`src/rtl/ctrl_pipe.sv`:
```
// Control pipeline ID->EX->MEM->WB with write-address select, load-use stall
// detection and EX-stage forwarding selects.
module ctrl_pipe #(
    parameter int unsigned RA_W     = 5,
    parameter int unsigned LINK_REG = 31
) (
    input  logic            clk,
    input  logic            rst,
    input  logic            branch_d,
    input  logic            jump_d,
    input  logic            reg_dst_d,
    input  logic            we_reg_d,
    input  logic            alu_src_d,
    input  logic            we_dm_d,
    input  logic            dm2reg_d,
    input  logic [1:0]      alu_op_d,
    input  logic [RA_W-1:0] rs_d,
    input  logic [RA_W-1:0] rt_d,
    input  logic [RA_W-1:0] rd_d,
    input  logic            flush_e,
    output logic            alu_src_e,
    output logic [1:0]      alu_op_e,
    output logic [RA_W-1:0] rs_e,
    output logic [RA_W-1:0] rt_e,
    output logic [RA_W-1:0] wa_e,
    output logic            we_dm_m,
    output logic            we_reg_m,
    output logic [RA_W-1:0] wa_m,
    output logic            we_reg_w,
    output logic            dm2reg_w,
    output logic [RA_W-1:0] wa_w,
    output logic            stall_f,
    output logic            stall_d,
    output logic [1:0]      fwd_a_e,
    output logic [1:0]      fwd_b_e
);

    logic [RA_W-1:0] wa_d;
    logic            we_reg_e;
    logic            we_dm_e;
    logic            dm2reg_e;
    logic            dm2reg_m;
    logic            lu_stall;
    logic            bubble;

    // Branch redirect is resolved in ID, so branch_d never enters the pipe.
    logic unused_branch;
    assign unused_branch = branch_d;

    always_comb begin
        if (jump_d && we_reg_d) begin
            wa_d = RA_W'(LINK_REG);
        end else if (reg_dst_d) begin
            wa_d = rd_d;
        end else begin
            wa_d = rt_d;
        end
    end

    assign lu_stall = dm2reg_e && (wa_e != '0) && ((wa_e == rs_d) || (wa_e == rt_d));
    assign bubble   = flush_e || lu_stall;
    assign stall_f  = lu_stall;
    assign stall_d  = lu_stall;

    always_ff @(posedge clk) begin
        if (rst) begin
            alu_src_e <= 1'b0;
            alu_op_e  <= 2'b00;
            rs_e      <= '0;
            rt_e      <= '0;
            wa_e      <= '0;
            we_reg_e  <= 1'b0;
            we_dm_e   <= 1'b0;
            dm2reg_e  <= 1'b0;
            we_reg_m  <= 1'b0;
            we_dm_m   <= 1'b0;
            dm2reg_m  <= 1'b0;
            wa_m      <= '0;
            we_reg_w  <= 1'b0;
            dm2reg_w  <= 1'b0;
            wa_w      <= '0;
        end else begin
            if (bubble) begin
                alu_src_e <= 1'b0;
                alu_op_e  <= 2'b00;
                rs_e      <= '0;
                rt_e      <= '0;
                wa_e      <= '0;
                we_reg_e  <= 1'b0;
                we_dm_e   <= 1'b0;
                dm2reg_e  <= 1'b0;
            end else begin
                alu_src_e <= alu_src_d;
                alu_op_e  <= alu_op_d;
                rs_e      <= rs_d;
                rt_e      <= rt_d;
                wa_e      <= wa_d;
                we_reg_e  <= we_reg_d;
                we_dm_e   <= we_dm_d;
                dm2reg_e  <= dm2reg_d;
            end
            // MEM and WB never stall.
            we_reg_m <= we_reg_e;
            we_dm_m  <= we_dm_e;
            dm2reg_m <= dm2reg_e;
            wa_m     <= wa_e;
            we_reg_w <= we_reg_m;
            dm2reg_w <= dm2reg_m;
            wa_w     <= wa_m;
        end
    end

    // MEM overrides WB when both stages target the same register.
    always_comb begin
        fwd_a_e = 2'b00;
        if (we_reg_w && (wa_w != '0) && (wa_w == rs_e)) fwd_a_e = 2'b01;
        if (we_reg_m && (wa_m != '0) && (wa_m == rs_e)) fwd_a_e = 2'b10;
        fwd_b_e = 2'b00;
        if (we_reg_w && (wa_w != '0) && (wa_w == rt_e)) fwd_b_e = 2'b01;
        if (we_reg_m && (wa_m != '0) && (wa_m == rt_e)) fwd_b_e = 2'b10;
    end

endmodule

```
`config.mk`:
```
export PLATFORM = sky130hd
export DESIGN_NAME = ctrl_pipe
export DESIGN_NICKNAME = d
export VERILOG_FILES = /design/src/rtl/ctrl_pipe.sv
export SDC_FILE = /design/constraint.sdc
export NUM_CORES = 1
export LEC_CHECK = 0
export ABC_AREA = 0
export CAP_MARGIN = 5
export CORE_UTILIZATION = 30
export DETAILED_ROUTE_END_ITERATION = 6
export PLACE_DENSITY = 0.64
export SYNTH_ARGS = -nofsm -noshare
export SYNTH_HDL_FRONTEND = slang
export SYNTH_SLANG_ARGS = --single-unit
```
`constraint.sdc`:
```
create_clock -name clk -period 1.8 [get_ports clk]
set_clock_uncertainty 0.2 [all_clocks]
set_input_delay 0.18 -clock clk [delete_from_list [all_inputs] [get_ports clk]]
set_output_delay 0.18 -clock clk [all_outputs]
set_load 0.02 [all_outputs]
```
==> impl_metrics.py, run 1 <==
metrics = {
    "status": {
        "outcome": "finished, violations left",
        "violations": "negative setup slack",
    },
    "setup_path": {
        "path_class": "reg -> out",
        "cp_slowest_cell": "or4_4",
        "crit_fanout": 4,
        "end_kind": "output port",
        "crit_required_ns": 1.42,
        "cp_slowest_stage_delay_ns": 0.52,
        "cp.arrival_ns": 1.78,
        "critPathLaunchType": "register",
        "critical_path.cell_chain": "xor2_1 > or4_4 > nor4_4 > buf_4",
    },
    "yosys": {
        "synthArstFlopShare": 0,
        "syn_avg_cell_area_sq_um": 9.79,
        "synth_nets": 181,
        "ys_types": 24,
        "synth_area_sq_um": 1510,
        "ys.flop_type": "dfxtp_1",
        "yosys_warnings": 0,
        "yosysSeqAreaShare": 0.478,
        "synth_edf_count": 0,
        "synth_seq_cells": 36,
        "syn_inst": 154,
    },
    "cells_and_area": {
        "antennaDiodeCount": 0,
        "final_util": 0.598,
        "layout.nets": 284,
        "area_growth_pct": 90.0,
        "layout-drive-gt1-share": 0.395,
    },
    "power_and_ir_drop": {
        "leakage_nw": 1.27,
        "vdd_drop_max_mv": 0.344,
        "pwr_density_cell_nw_per_um2": 679,
    },
    "global_route": {
        "grtUsageTotal": 0.167,
        "grt_start_max_net_pins": 22,
        "antenna_found_initial": 0,
        "grt_pass1_vias": 1337,
        "grt-ovfl-total": 0,
        "grt_pass1_wl_um": 6560,
    },
    "clocking": {
        "cts_sinks": 36,
        "ctsRootBufferMaster": "clkbuf_8",
        "cts-htree-levels": 2,
        "clockBufferDepth": 2,
        "insertion_delay_ns": 0.29,
        "numCtsBuffers": 5,
        "clkTransAtPathRegs_ns": 0.07,
        "cts_tree": "built",
    },
    "hold_path": {
        "holdCritPathClass": "in -> reg",
    },
    "run": {
        "drv_cap": 0,
    },
    "sta": {
        "finalHoldViolCount": 0,
        "rsz0062_at_grt": "yes",
        "worst_pin_slew_ns": 0.298,
        "setup_viol": 6,
        "fin_crit_sh": 1.20,
        "relSlewSlack": 0.800,
        "fmax_mhz": 463,
        "period_minus_slack_ns": 2.16,
        "hold_ws_ns": 0.219,
        "drv_slew": 0,
        "worst_slack_ns": -0.360,
    },
    "placed_design": {
        "place_congestion": 0.738,
        "hpwl_um": 3180,
        "io_buffers": 63,
    },
    "floorplanning": {
        "die_area_sq_um": 5310,
        "die_y_um": 72.9,
        "io_pins": 65,
        "fp.dieW_um": 72.9,
        "rows": 25,
        "core-area_sq_um": 4790,
        "start_util": 0.315,
    },
    "route": {
        "drt_iter0_drc": 10,
        "wl_per_cell_um": 13.1,
        "drtPass1Iterations": 4,
        "vias": 1438,
        "drc": 0,
        "routed_wirelength_um": 4270,
        "viasPerCell": 4.42,
        "ant_nets": 0,
    },
}
## routing by layer
layer	vias up	track usage	routed length [um]
met2	47	0.286	2150
li1	729	-	-
met3	7	0.0414	171
met5	-	0	0
met4	0	0.0654	61
met1	655	0.201	1890
## worst paths after layout
| check | start | endpoint | slack [ns] | cells past startpoint |
|---|---|---|---|---|
| hold reg to reg | we_reg_e$_SDFF_PP0_ | we_reg_m$_SDFF_PP0_ | 0.24 | 1 |
| hold / removal | dm2reg_d | dm2reg_e$_SDFF_PP0_ | 0.22 | 3 |
| setup reg to reg | wa_e[3]$_SDFF_PP0_ | dm2reg_e$_SDFF_PP0_ | 0.02 | 5 |
| setup / recovery | wa_w[4]$_SDFF_PP0_ | fwd_b_e[0] | -0.36 | 4 |
## synth_stat cells, types with 2 or more instances
master | n | share of area
nor2b_1 | 15 | 0.062
nand3_1 | 4 | 0.013
xnor2_1 | 16 | 0.093
buf_2 | 2 | 0.0066
a221oi_1 | 2 | 0.012
mux2i_1 | 5 | 0.033
a221oi_2 | 3 | 0.030
a21oi_1 | 16 | 0.053
nor4_1 | 4 | 0.017
dfxtp_1 | 36 | 0.48
clkbuf_1 | 3 | 0.0075
or4_1 | 5 | 0.025
nand2_1 | 19 | 0.047
xor2_1 | 14 | 0.081
## worst max-delay path: cells and delay by family, from the launching register on
family	cells	cell delay, ns
DFF	1	0.36
xor gates and xnor gates	1	0.16
buffers and inverters	1	0.17
and+or+nand+nor	2	0.79
## metrics by stage
step	total power, W	setup TNS, ns	setup WS, ns	instance area (sq um)	std cells
2_1_floorplan	0.00103	-0.325	-0.127	1630	154
3_3_place_gp	0.00122	-3.45	-0.526	2580	313
3_5_place_dp	0.00123	-3.83	-0.539	2580	313
4_1_cts	0.00193	-1.70	-0.370	2710	321
5_1_grt	0.00202	-2.07	-0.410	2860	325
6_report	0.00194	-1.70	-0.360	2860	325
## kinds of logic after synthesis
logic type,Yosys count,synth area share
XOR/XNOR,30,0.174
multiplexers,5,0.0332
flip-flops,36,0.478
AO/OA/AOI/OAI,25,0.110
AND/OR/NAND/NOR,50,0.175
buffers and inverters,8,0.0290
## area by class of cell
class	count	area, sq um
fillers	422	1920
clock inverters	3	42.5
clock buffers	5	68.8
flip-flops and latches	36	756
multi-input cells	110	915
well taps	67	83.8
repair buffers	104	998
## flip-flops by register name, summed over array words and instances (netlist names)
| register | count |
|---|---|
| we_reg_w | 1 |
| dm2reg_w | 1 |
| alu_src_e | 1 |
| we_reg_m | 1 |
| wa_e | 5 |
| wa_m | 5 |
| we_reg_e | 1 |
| dm2reg_m | 1 |
| dm2reg_e | 1 |
| rs_e | 5 |
| we_dm_e | 1 |
| we_dm_m | 1 |
| rt_e | 5 |
| wa_w | 5 |
| alu_op_e | 2 |
## power breakdown
group | switching (W) | total [W] | internal, W | leakage (nW)
clock | 0.000295 | 0.000705 | 0.000410 | 0.0541
sequential | 0.0000218 | 0.000844 | 0.000822 | 0.303
combinational | 0.000182 | 0.000396 | 0.000214 | 0.912
total | 0.000499 | 0.00194 | 0.00145 | 1.27
## placed cells by master, fill, tap and decap left out
master           count
or4_1                1
clkinvlp_4           1
nor2_1               1
buf_12               1
buf_4               39
xnor2_1             16
dfxtp_4              6
o21ai_4              1
clkbuf_8             5
clkinv_2             1
a21oi_4              1
xor2_1              14
nor4_4               4
o22ai_2              1
nand3_1              4
dlymetal6s2s_1       5
o21a_4               1
dfxtp_2             10
clkdlybuf4s50_1     49
buf_6                5
mux2i_1              5
o21ai_0              1
nand2_1             19
dfxtp_1             20
a221oi_2             5
a21oi_1              3
dlygate4sd2_1        3
clkbuf_16            2
or2_2                1
nor2b_1             15
a21oi_2             12
bufinv_16            1
or4_4                4
and2_4               1
## repair_timing
action,CTS,global route
hold buffers,0,0
gates cloned,0,2
pin swaps,5,14
hold endpoints to repair,0,0
buffers inserted,0,3
setup endpoints to repair,14,17
gates resized for setup,41,27
No activity file was read; power rests on OpenSTA's default activity.
==> run 2, diff against run 1 <==
ABC_AREA = 1   (was 0)
==> run 2 against run 1 <==
The flow still finishes with violations (negative setup slack). Clock power shrank 26%. First-iteration DRC count grew to 3.7 times the previous value. Register-to-register slack gained 0.19 ns. Utilization shrank 3.3 points. Critical path type unchanged. Critical endpoint unchanged.
==> impl_metrics.py, run 2 <==
metrics = {
    "clocking": {
        "insertion_delay_ns": 0.27,
        "post_cts_buffers": 0,
        "clockBufferDepth": 2,
        "cts_sinks": 36,
        "cts-htree-levels": 2,
        "numCtsBuffers": 5,
        "cts_tree": "built",
        "ctsRootBufferMaster": "clkbuf_8",
        "clkTransAtPathRegs_ns": 0.07,
    },
    "sta": {
        "finalHoldViolCount": 0,
        "worst_slack_ns": -0.0234,
        "worst_pin_slew_ns": 0.282,
        "hold_ws_ns": 0.0256,
        "relSlewSlack": 0.811,
        "fin_crit_sh": 1.01,
        "period_minus_slack_ns": 1.82,
        "fin_setup_tns_ns": -0.0234,
        "rsz0062_at_grt": "yes",
        "setup_viol": 1,
        "fmax_mhz": 548,
        "drv_slew": 0,
    },
    "yosys": {
        "synthTopCellsByCount": "nor2_1, dfxtp_1, inv_1, nand2_1, xnor2_1",
        "synth_seq_cells": 36,
        "synthArstFlopShare": 0,
        "ys.flop_type": "dfxtp_1",
        "yosysSeqAreaShare": 0.476,
        "syn_inst": 200,
        "synth_edf_count": 0,
        "synth_most_common_cell": "nor2_1",
        "ys_types": 18,
        "syn_avg_cell_area_sq_um": 7.58,
        "synth_nets": 227,
        "synth_top_area_frac": 0.476,
        "yosysTopAreaCell": "dfxtp_1",
        "yosys-top-cells-area": "dfxtp_1, nor2_1, inv_1",
        "yosys_warnings": 0,
        "synth_area_sq_um": 1520,
    },
    "route": {
        "ant_nets": 0,
        "wl_met2_um": 1800,
        "viasPerCell": 3.99,
        "wl_per_cell_um": 9.71,
        "drc": 0,
        "dr_wl_met3_um": 194,
        "highest_layer": "met4",
        "drt_iter0_drc": 37,
        "drtPass1Iterations": 4,
        "routed_wirelength_um": 3660,
        "wl_met1_um": 1640,
        "vias": 1505,
    },
    "setup_path": {
        "end_kind": "output port",
        "crit_required_ns": 1.42,
        "crit_family": "flip-flops",
        "rrSetupSlack_ns": 0.21,
        "critPathLaunchType": "register",
        "critical_path.cell_chain": "inv_1 > nand2_1 > o21ai_1 > nor3_2 > nor2_1 > buf_2",
        "r2r.worst_path.cells": 11,
        "path_class": "reg -> out",
        "cp_slowest_cell": "dfxtp_4",
        "r2r_end": "wa_e[3]$_SDFF_PP0_",
        "crit_fanout": 4,
        "cp_num_buf_inv": 2,
        "reg2reg_from": "wa_e[3]$_SDFF_PP0_",
        "cp.arrival_ns": 1.44,
        "cp_slowest_stage_delay_ns": 0.37,
    },
    "global_route": {
        "grtUsageTotal": 0.144,
        "grt_start_max_net_pins": 15,
        "grt_pass1_vias": 1346,
        "grt_pass1_wl_um": 5790,
        "antenna_found_initial": 0,
        "grt-ovfl-total": 0,
    },
    "hold_path": {
        "holdCritPathClass": "in -> reg",
        "hold_end": "rt_e[0]$_SDFF_PP0_",
        "hp-start": "rt_d[0]",
        "holdPathStages": 3,
    },
    "floorplanning": {
        "fp.dieW_um": 73.1,
        "io_pins": 65,
        "rows": 25,
        "core-area_sq_um": 4790,
        "die_area_sq_um": 5340,
        "die_y_um": 73.1,
        "start_util": 0.317,
    },
    "run": {
        "drv_cap": 0,
    },
    "cells_and_area": {
        "area_growth_pct": 78.5,
        "layout_common_cells": "buf_4, nor2_1, clkdlybuf4s50_1",
        "layout.nets": 337,
        "layout-drive-gt1-share": 0.271,
        "antennaDiodeCount": 0,
        "mostFrequentLayoutCell": "buf_4",
    },
    "placed_design": {
        "io_buffers": 63,
        "place_congestion": 0.789,
        "hpwl_um": 2890,
        "dpl_worst_slack_ns": -0.444,
    },
    "power_and_ir_drop": {
        "vdd_drop_max_mv": 0.422,
        "leakage_nw": 1.46,
        "pwr_density_cell_nw_per_um2": 634,
        "totalPowerFinal_w": 0.00171,
    },
    "status": {
        "outcome": "finished, violations left",
        "violations": "negative setup slack",
    },
}
run 2: changes by cell type in the layout (fill, tap and decap cells not counted), sizes merged, moves of 5 or more:
cell / before / now
nor2: 1 / 48
inv: 0 / 35
nor2b: 15 / 0
a21oi: 16 / 4
nand2: 19 / 29
buf: 45 / 52
dlymetal6s2s: 5 / 11
xor2: 14 / 8
mux2i: 5 / 0
nor3: 0 / 5
or4: 5 / 0
run 2: logic make-up (layout without fill, tap and decap cells):
logic type,after synthesis,after routing,synth area share
buffers and inverters,41,151,0.116
AOI/OAI and AO/OA,11,11,0.0388
DFF,36,36,0.476
and+or+nand+nor,90,90,0.242
xor gates and xnor gates,22,22,0.127
run 2: routing by layer:
metal / track usage / up-vias
met5: 0 / -
met3: 0.0442 / 2
met2: 0.240 / 46
met4: 0.0392 / 0
li1: - / 812
met1: 0.178 / 645
run 2: worst max path at each step:
stage	cells after the start	startpoint	end	slack (ns)
after floorplan	5	wa_m[3]$_SDFF_PP0_	fwd_a_e[0]	-0.15
after global placement	10	rs_d[0]	stall_f	-0.38
after detailed placement	10	rs_d[1]	stall_f	-0.44
after CTS	2	rs_e[1]$_SDFF_PP0_	rs_e[1]	0.005
after global routing	5	rs_e[3]$_SDFF_PP0_	fwd_a_e[0]	-0.08
final	6	wa_m[1]$_SDFF_PP0_	fwd_b_e[0]	-0.02
run 2: timing repair:
item,in CTS,in global routing
setup endpoints to repair,8,17
resized for setup,38,33
pin swaps,1,6
hold buffers,0,0
run 2: layout make-up:
class                   instances  area (sq um)
multi-input cells             123           658
flip-flops and latches         36           752
well taps                      67          83.8
inverters                      35           131
repair buffers                109          1000
fillers                       442          2080
clock buffers                   6          72.6
clock inverters                 1          5.00
run 2: worst register-to-register path, stage by stage (launching register included):
cell     delay [ns]
dfxtp_4        0.37
inv_1          0.07
nand2_1        0.06
nand2_1        0.05
nor2_1         0.09
nand3_1        0.08
nand2_1        0.07
nand2_2        0.06
buf_4          0.13
nand2_2        0.09
buf_12         0.14
nor2_1         0.04
run 2: stage by stage:
stage          instances   util  instance area (sq um)
2_1_floorplan        200      -                   1520
3_3_place_gp         370  0.531                   2540
3_5_place_dp         370  0.531                   2540
4_1_cts              377  0.546                   2620
5_1_grt              377  0.565                   2710
6_report             377  0.565                   2710
run 2: power breakdown:
part	total (W)	switching, W	leakage, nW	internal [W]
clock	0.000520	0.000257	0.0410	0.000263
sequential	0.000854	0.0000301	0.302	0.000824
combinational	0.000340	0.000145	1.11	0.000195
==> run 3, diff against run 2 <==
GPL_TIMING_DRIVEN = 0   (was not set)
PLACE_DENSITY = 0.62   (was 0.64)
clock period = 1.7 ns   (was 1.8 ns; I/O delays follow)
==> run 3 against run 2 <==
The flow still finishes with violations (negative setup slack). Combinational power grew 3%. Count of clock-buffer cells in the layout increased by 2. Largest cell class unchanged. Total power rose by 9.0%. Hold slack better by 0.0092 ns. Highest routed layer unchanged.
==> impl_metrics.py, run 3 (synthesized netlist as in run 2, its figures left out) <==
metrics = {
    "setup_path": {
        "path_class": "reg -> out",
        "r2r_end": "we_reg_e$_SDFF_PP0_",
        "cp_slowest_stage_delay_ns": 0.37,
        "cp_slowest_cell": "dfxtp_4",
        "crit_family": "simple AND/OR/NAND/NOR gates",
        "critical_path.cell_chain": "xnor2_2 > nand4_1 > nor3_4 > nor2_1 > buf_4",
        "cp.arrival_ns": 1.41,
        "rrSetupSlack_ns": 0.08,
        "reg2reg_from": "wa_e[2]$_SDFF_PP0_",
        "cp_num_buf_inv": 1,
        "cp_num_cells": 5,
        "crit_end": "fwd_a_e[0]",
        "crit_start": "wa_m[0]$_SDFF_PP0_",
        "crit_required_ns": 1.33,
        "end_kind": "output port",
        "critPathLaunchType": "register",
        "r2r.worst_path.cells": 9,
        "crit_fanout": 4,
    },
    "sta": {
        "period_minus_slack_ns": 1.78,
        "finalHoldViolCount": 0,
        "fin_crit_sh": 1.05,
        "rsz0062_at_grt": "yes",
        "fin_setup_tns_ns": -0.246,
        "relSlewSlack": 0.623,
        "drv_slew": 0,
        "hold_ws_ns": 0.0348,
        "worst_slack_ns": -0.0849,
        "setup_viol": 5,
        "fmax_mhz": 560,
        "worst_pin_slew_ns": 0.566,
    },
    "clocking": {
        "clkTransAtPathRegs_ns": 0.07,
        "insertion_delay_ns": 0.28,
        "cts_tree": "built",
        "cts_sinks": 36,
        "numCtsBuffers": 5,
        "ctsRootBufferMaster": "clkbuf_8",
        "clockBufferDepth": 2,
        "cts-htree-levels": 2,
    },
    "floorplanning": {
        "die_y_um": 73.1,
        "die_area_sq_um": 5340,
        "fp.dieW_um": 73.1,
        "start_util": 0.317,
        "core-area_sq_um": 4790,
        "rows": 25,
        "io_pins": 65,
    },
    "cells_and_area": {
        "layout_common_cells": "nor2_1, clkdlybuf4s50_1, inv_1",
        "layout.nets": 319,
        "layout-drive-gt1-share": 0.276,
        "antennaDiodeCount": 0,
        "seqCellArea_sq_um": 758,
        "multiInputGateArea_sq_um": 707,
        "area_growth_pct": 72.9,
        "nFillCells": 459,
        "mostFrequentLayoutCell": "nor2_1",
    },
    "global_route": {
        "grt_pass1_vias": 1397,
        "grtUsageTotal": 0.158,
        "busiest_layer": "met2",
        "grt_start_max_net_pins": 11,
        "antenna_found_initial": 0,
        "use_met3": 0.0442,
        "use_met1": 0.187,
        "grt_pass1_wl_um": 6270,
        "grt-ovfl-total": 0,
        "met2_usage": 0.280,
    },
    "route": {
        "drtPass1Iterations": 4,
        "drt_iter0_drc": 66,
        "routed_wirelength_um": 3850,
        "vias": 1482,
        "viasPerCell": 4.12,
        "ant_nets": 0,
        "drc": 0,
        "wl_per_cell_um": 10.7,
    },
    "placed_design": {
        "place_congestion": 0.785,
        "io_buffers": 61,
        "hpwl_um": 2790,
    },
    "power_and_ir_drop": {
        "vdd_drop_max_mv": 0.388,
        "pwr_density_cell_nw_per_um2": 713,
        "leakage_nw": 1.33,
    },
    "hold_path": {
        "holdCritPathClass": "in -> reg",
    },
    "status": {
        "violations": "negative setup slack",
        "outcome": "finished, violations left",
    },
    "run": {
        "drv_cap": 0,
    },
}
[run 3: metal layers]
layer	up-vias	part of all wire	wire length (um)
li1	785	-	-
met1	640	0.45	1730
met2	51	0.49	1890
met3	6	0.049	190
met4	0	0.011	42
met5	-	0	0
[run 3: timing repair]
action                                  CTS  global route
hold buffers                              1             1
gates cloned                              0             1
endpoints found under the setup margin   14            35
setup buffers                            20             4
pin swaps                                17             8
endpoints found under the hold margin     2             1
resized for setup                        71            27
[run 3: metrics by stage]
stage | total power, W | setup WS (ns) | instances | utilization | cell area [sq um]
2_1_floorplan | 0.00108 | 0.0416 | 200 | - | 1540
3_3_place_gp | 0.00122 | -0.580 | 328 | 0.466 | 2230
3_5_place_dp | 0.00123 | -0.591 | 328 | 0.466 | 2230
4_1_cts | 0.00187 | -0.0552 | 357 | 0.527 | 2520
5_1_grt | 0.00198 | -0.192 | 360 | 0.547 | 2620
6_report | 0.00187 | -0.0849 | 360 | 0.547 | 2620
[run 3: power breakdown]
group / internal (W) / switching, W
Clock: 0.000330 / 0.000279
Combinational: 0.000187 / 0.000164
Sequential: 0.000873 / 0.0000348
[run 3: final cells by class]
class,instances,share of cell area
clock buffers,8,0.0344
inverters,35,0.0511
well taps,67,0.0320
flip-flops and latches,36,0.289
repair buffers,85,0.305
plain buffers,6,0.0186
multi-input cells,123,0.270
[run 3: worst min-delay path by stage]
stage	start	slack [ns]	cells after the start	end
2_1_floorplan	alu_op_d[0]	0.08	2	alu_op_e[0]$_SDFF_PP0_
3_3_place_gp	we_dm_e$_SDFF_PP0_	0.19	2	we_dm_m$_SDFF_PP0_
3_5_place_dp	dm2reg_m$_SDFF_PP0_	0.20	2	dm2reg_w$_SDFF_PP0_
4_1_cts	rst	0.04	2	dm2reg_m$_SDFF_PP0_
5_1_grt	rs_d[1]	0.07	3	rs_e[1]$_SDFF_PP0_
6_report	rst	0.03	2	dm2reg_m$_SDFF_PP0_
